File: src/rtl/uart_tx_frame_if.sv
// uart_tx_frame_if: word handshake between a host (register or FIFO) and the
// uart_tx_frame transmitter.
//   tx_data  - word to send, DATA_BITS wide
//   tx_valid - tx_data holds a word to send
//   tx_ready - transmitter can accept a word this cycle
// Modports: master = host side, slave = transmitter side.
interface uart_tx_frame_if #(
  parameter int unsigned DATA_BITS = 8
);
  logic [DATA_BITS-1:0] tx_data;
  logic                 tx_valid;
  logic                 tx_ready;

  modport master (output tx_data, output tx_valid, input tx_ready);
  modport slave  (input tx_data, input tx_valid, output tx_ready);
endinterface

File: src/rtl/uart_tx_frame.sv
// uart_tx_frame: parametrised UART transmitter. Sends one word per valid/ready
// handshake as start bit, DATA_BITS data bits LSB-first, optional parity bit,
// then STOP_BITS stop bits. Bit period is (baud_div+1) clk cycles, with
// baud_div latched at accept.
// Optional feature: define UART_TX_PARITY_EN to add the parity bit (even when
// PARITY_ODD=0, odd when PARITY_ODD=1). Undefined: no parity state or logic.
// Ports:
//   clk      - system clock
//   reset_n  - synchronous active-low reset
//   baud_div - bit period minus one, in clk cycles (must be >= 1)
//   host     - uart_tx_frame_if slave: tx_data, tx_valid in; tx_ready out
//              (tx_ready is combinational, high only in IDLE)
//   txd      - serial line, idles high (registered)
//   busy     - frame in progress (registered)
//   tx_done  - one-cycle pulse in the final stop-bit cycle (registered)
module uart_tx_frame #(
  parameter int unsigned DATA_BITS  = 8,
  parameter int unsigned STOP_BITS  = 1,
  parameter int unsigned DIV_WIDTH  = 16
`ifdef UART_TX_PARITY_EN
  ,
  parameter int unsigned PARITY_ODD = 0
`endif
) (
  input  logic                 clk,
  input  logic                 reset_n,
  input  logic [DIV_WIDTH-1:0] baud_div,
  uart_tx_frame_if.slave       host,
  output logic                 txd,
  output logic                 busy,
  output logic                 tx_done
);

  localparam int unsigned BIT_W = $clog2(DATA_BITS + 1);
  localparam logic [BIT_W-1:0] LAST_DATA = BIT_W'(DATA_BITS - 1);
  localparam logic [BIT_W-1:0] LAST_STOP = BIT_W'(STOP_BITS - 1);

  typedef enum logic [2:0] {
    IDLE,
    START,
    DATA,
`ifdef UART_TX_PARITY_EN
    PARITY,
`endif
    STOP
  } state_t;

  state_t               state_q, state_d;
  logic [DIV_WIDTH-1:0] baud_q, baud_d;
  logic [DIV_WIDTH-1:0] div_q, div_d;
  logic [BIT_W-1:0]     bit_q, bit_d;
  logic [DATA_BITS-1:0] shift_q, shift_d;
`ifdef UART_TX_PARITY_EN
  logic                 parity_q, parity_d;
`endif
  logic                 bit_end;
  logic                 txd_d;
  logic                 busy_d;
  logic                 done_d;

  // Ready straight from the state register so the host sees it the cycle after STOP.
  assign host.tx_ready = (state_q == IDLE);

  // State and datapath registers.
  always_ff @(posedge clk) begin
    if (!reset_n) begin
      state_q  <= IDLE;
      baud_q   <= '0;
      div_q    <= '0;
      bit_q    <= '0;
      shift_q  <= '0;
`ifdef UART_TX_PARITY_EN
      parity_q <= 1'b0;
`endif
      txd      <= 1'b1;
      busy     <= 1'b0;
      tx_done  <= 1'b0;
    end else begin
      state_q  <= state_d;
      baud_q   <= baud_d;
      div_q    <= div_d;
      bit_q    <= bit_d;
      shift_q  <= shift_d;
`ifdef UART_TX_PARITY_EN
      parity_q <= parity_d;
`endif
      txd      <= txd_d;
      busy     <= busy_d;
      tx_done  <= done_d;
    end
  end

  // Next-state, counters and output decode.
  always_comb begin
    state_d  = state_q;
    baud_d   = baud_q;
    div_d    = div_q;
    bit_d    = bit_q;
    shift_d  = shift_q;
`ifdef UART_TX_PARITY_EN
    parity_d = parity_q;
`endif
    txd_d    = 1'b1;
    busy_d   = 1'b0;
    done_d   = 1'b0;
    bit_end  = (baud_q == div_q);

    // Baud counter runs 0..div_q in every non-idle state.
    if (state_q != IDLE) begin
      baud_d = bit_end ? '0 : baud_q + DIV_WIDTH'(1);
    end

    case (state_q)
      IDLE: begin
        if (host.tx_valid) begin
          state_d  = START;
          baud_d   = '0;
          bit_d    = '0;
          div_d    = baud_div;
          shift_d  = host.tx_data;
`ifdef UART_TX_PARITY_EN
          parity_d = (^host.tx_data) ^ (PARITY_ODD != 0);
`endif
        end
      end
      START: begin
        if (bit_end) begin
          state_d = DATA;
          bit_d   = '0;
        end
      end
      DATA: begin
        if (bit_end) begin
          shift_d = shift_q >> 1;
          if (bit_q == LAST_DATA) begin
            bit_d   = '0;
`ifdef UART_TX_PARITY_EN
            state_d = PARITY;
`else
            state_d = STOP;
`endif
          end else begin
            bit_d = bit_q + BIT_W'(1);
          end
        end
      end
`ifdef UART_TX_PARITY_EN
      PARITY: begin
        if (bit_end) begin
          state_d = STOP;
          bit_d   = '0;
        end
      end
`endif
      STOP: begin
        // Bit counter reused to count stop bits.
        if (bit_end) begin
          if (bit_q == LAST_STOP) begin
            state_d = IDLE;
            bit_d   = '0;
          end else begin
            bit_d = bit_q + BIT_W'(1);
          end
        end
      end
      default: begin
        state_d = IDLE;
        baud_d  = '0;
        bit_d   = '0;
      end
    endcase

    // Outputs are decoded from next-state values so the registered copies line up with state_q.
    busy_d = (state_d != IDLE);
    done_d = (state_d == STOP) && (baud_d == div_d) && (bit_d == LAST_STOP);
    case (state_d)
      START:   txd_d = 1'b0;
      DATA:    txd_d = shift_d[0];
`ifdef UART_TX_PARITY_EN
      PARITY:  txd_d = parity_d;
`endif
      default: txd_d = 1'b1;
    endcase
  end

endmodule

File: src/flat_wrapper.sv
// flat-port wrapper written by rule: the top's interface ports become plain ports
module uart_tx_frame_flat 
#(
  parameter int unsigned DATA_BITS  = 8,
  parameter int unsigned STOP_BITS  = 1,
  parameter int unsigned DIV_WIDTH  = 16

)
  (clk, reset_n, baud_div, txd, busy, tx_done, host_tx_data, host_tx_valid, host_tx_ready);
  uart_tx_frame_if #(.DATA_BITS(DATA_BITS)) host_i ();
  input  logic clk;
  input  logic reset_n;
  input  logic [DIV_WIDTH-1:0] baud_div;
  output logic txd;
  output logic busy;
  output logic tx_done;
  input wire logic [$bits(host_i.tx_data)-1:0] host_tx_data;
  input wire logic [$bits(host_i.tx_valid)-1:0] host_tx_valid;
  output wire logic [$bits(host_i.tx_ready)-1:0] host_tx_ready;
  assign host_i.tx_data = host_tx_data;
  assign host_i.tx_valid = host_tx_valid;
  assign host_tx_ready = host_i.tx_ready;
  uart_tx_frame #(.DATA_BITS(DATA_BITS), .STOP_BITS(STOP_BITS), .DIV_WIDTH(DIV_WIDTH)) u_core (.clk(clk), .reset_n(reset_n), .baud_div(baud_div), .host(host_i), .txd(txd), .busy(busy), .tx_done(tx_done));
endmodule
File: config.mk
export PLATFORM = sky130hd
export DESIGN_NAME = uart_tx_frame_flat
export DESIGN_NICKNAME = d
export VERILOG_FILES = /design/src/rtl/uart_tx_frame_if.sv /design/src/rtl/uart_tx_frame.sv /design/src/flat_wrapper.sv
export SDC_FILE = /design/constraint.sdc
export NUM_CORES = 1
export LEC_CHECK = 0
export ABC_CLOCK_PERIOD_IN_PS = 4700
export BUFFER_PORTS_ARGS = -buffer_cell sky130_fd_sc_hd__buf_2
export CORE_MARGIN = 3
export CORE_UTILIZATION = 62
export DETAILED_ROUTE_END_ITERATION = 10
export GPL_TIMING_DRIVEN = 0
export HOLD_SLACK_MARGIN = 0.08
export PLACE_DENSITY_LB_ADDON = 0.05
export SLEW_MARGIN = 25
export SYNTH_ARGS = -nofsm -noshare
export SYNTH_HDL_FRONTEND = slang
export SYNTH_SLANG_ARGS = --single-unit
File: constraint.sdc
create_clock -name clk -period 4.7 [get_ports clk]
set_input_delay 0.47 -clock clk [delete_from_list [all_inputs] [get_ports clk]]
set_output_delay 0.47 -clock clk [all_outputs]
set_load 0.02 [all_outputs]
==> flow_summary.json <==
{
  "clockBufferDepth": 2,
  "setup_slack_ps": 1360,
  "crit_fanout": 10,
  "grt_usage_pct": 27.2,
  "clock-sinks": 50,
  "place_ws_ps": 1420,
  "hold_buffers": 0,
  "gp_congestion": 0.944,
  "drive_gt1_share_pct": 15.1,
  "fp.dieH_um": 72.0,
  "postPlaceCellArea_um2": 2910,
  "hold_violations": 0,
  "hp-class": "in2reg",
  "final_common_cell": "nor2_1",
  "fin_setup_tns_ps": 0,
  "max_cap_viol_count": 0,
  "cts_htree_levels": 2,
  "final_cell_mix": "52 x nor2_1, 50 x dfxtp_1, 34 x buf_2",
  "power_density_nw_per_um2": 312,
  "dpl.hpwl_um": 4750,
  "cts_tree": "done",
  "cp_top_family": "simple AND/OR/NAND/NOR gates",
  "die-width_um": 72.0,
  "cp.arrival_ps": 3540,
  "path_class": "reg2reg",
  "final_nets": 387,
  "start_util_pct": 66.1,
  "synth.area.top_cells": "dfxtp_1 37%, xor2_1 8.4%, nor2_1 7.2%, mux2i_1 5.6%, xnor2_1 5.2%",
  "grt_pass1_vias": 2333,
  "numPortBuffers": 30,
  "cp_slowest_stage_delay_ps": 480,
  "synth_area_um2": 2700,
  "row_count": 23,
  "p_total_mw": 0.954,
  "period_needed_ps": 3340,
  "timing.slew.headroom_pct": 61.0,
  "drc": 0,
  "synth_cell_types": 56,
  "viasPerCell": 5.90,
  "async_reset_ff_share_pct": 0,
  "finClkSkew_ps": 9.04,
  "setup_violations": 0,
  "worst_pin_slew_ps": 584,
  "critPathSlowestCell": "a21oi_2",
  "yosys_warnings": 0,
  "crit_buf_inv": 2,
  "dp.cells": 400,
  "overflow": 0,
  "synth_ff_type": "dfxtp_1",
  "wl_per_cell_um": 15.7,
  "die_area_um2": 5180,
  "drt-total-wl_um": 6420,
  "synth_top_cell_by_area": "dfxtp_1",
  "ant_nets": 0,
  "synth_top_area_share_pct": 37.1,
  "coreArea_um2": 4090,
  "cts.clk_slew.worst_paths_ps": 90,
  "final_area_um2": 3060,
  "critPathCaptureType": "register",
  "antenna_found_initial": 0,
  "finalMaxSlewViolations": 0,
  "areaGrowthSynthToFinish_pct": 13.2,
  "post_cts_buffers": 0,
  "grt_pass1_wl_um": 11000,
  "postSynthAreaPerCell_um2": 8.44,
  "cts-resized-gates": 0,
  "postLayoutCoreUtil_pct": 74.8,
  "cp.required_ps": 4910,
  "crit_chain": "buf_2, xor2_1, nor4_1, nand4_1, a21oi_2, buf_2, o22ai_1, nor4b_1, nand4_1, nor4_2",
  "insertion_delay_ps": 310,
  "layout.cells.non_filler": 408,
  "synth_edf_count": 0,
  "leakage_nw": 1.21,
  "vias": 2407,
  "dr.pass1.iters": 5,
  "ir_worst_vdd_v": 0.000175,
  "grt_max_degree": 16,
  "synth-seq-area-share_pct": 37.1,
  "insertedDiodeCount": 0,
  "syn-num-nets": 350,
  "drtIter0Drc": 181,
  "start_kind": "register",
  "ioPinCount": 31,
  "timing.hold.ws_ps": 403,
  "fin_crit_sh_pct": 71.0,
  "timing.fmax_mhz": 300,
  "ys_ff_latch": 50,
  "cts_buffers": 5,
  "syn_inst": 320,
  "outcome": "finished clean",
  "rsz0062_at_grt": "false",
  "cts-root-buf": "clkbuf_8"
}
==> layer usage <==
| layer | part of all wire, % | track usage [%] | vias up |
|---|---|---|---|
| li1 | - | - | 1195 |
| met1 | 48 | 38.7 | 1116 |
| met2 | 44 | 42.0 | 84 |
| met3 | 6.0 | 4.02 | 12 |
| met4 | 2.0 | 10.0 | 0 |
| met5 | 0 | 0 | - |
==> final timing paths <==
kind                                          end  depth (start not counted)  slack [ps]              start
worst min register to register  u_core.shift_q[6]                          2         460  u_core.shift_q[6]
worst max-delay path               u_core.tx_done                         10        1360   u_core.baud_q[0]
worst min-delay path            u_core.shift_q[7]                          3         400    host_tx_data[7]
worst max register to register     u_core.tx_done                         10        1360   u_core.baud_q[0]
==> Yosys cell counts, types with 2 or more instances <==
library cell and number:
o21ai_0 5, and3_1 3, xor2_1 26, mux2i_1 15, nor4_1 7, o21bai_1 2, nor3_1 7, nor2_1 52
nor4b_1 4, o21ai_1 3, ha_1 3, o22ai_1 2, nand3b_1 2, a22oi_1 6, nand4_1 7, o211ai_1 2
nor3b_1 2, and2_1 3, nand3_1 7, buf_6 2, nand2_1 21, nor2b_1 3, a21o_1 2, clkbuf_1 5
a32oi_1 2, a21oi_1 17, nand2b_1 6, buf_2 4, inv_1 9, dfxtp_1 50, xnor2_1 16
==> area by class of cell <==
| type | count | area, um2 |
|---|---|---|
| timing repair buffer | 30 | 150 |
| sequential | 50 | 1000 |
| buffer | 12 | 68.8 |
| clock inverter | 2 | 60.1 |
| tap | 50 | 62.6 |
| multi-input combinational | 248 | 1590 |
| inverter | 10 | 40.0 |
| fill | 317 | 1030 |
| clock buffer | 6 | 82.6 |
==> kinds of logic (layout without fill, tap and decap cells) <==
kind of cell	after synthesis	count (layout)	share of synthesized area [%]
buf+inv	22	60	4.03
flops	50	50	37.1
fa+ha+maj	3	3	1.39
compound gates	54	54	13.2
other cells	1	1	0.139
simple gates	132	132	24.5
xor+xnor	42	42	13.6
mux	16	16	6.07
==> registers in the layout, summed over array words and instances, names as in the netlist <==
register and cells:
u_core.baud_q 16, u_core.state_q 3, u_core.tx_done 1, u_core.div_q 16, u_core.bit_q 4, u_core.txd 1, u_core.shift_q 8, u_core.busy 1
==> tightest hold or removal path: stages <==
cell     delay [ps]
buf_2           100
nand2_1          50
a21oi_1          50
==> report_power, final <==
group          total (mW)  internal (mW)  switching, mW
Sequential          0.445          0.436        0.00813
Clock               0.370          0.227          0.143
Combinational       0.139         0.0550         0.0843
Note: power is estimated with default switching activity, not from simulation.
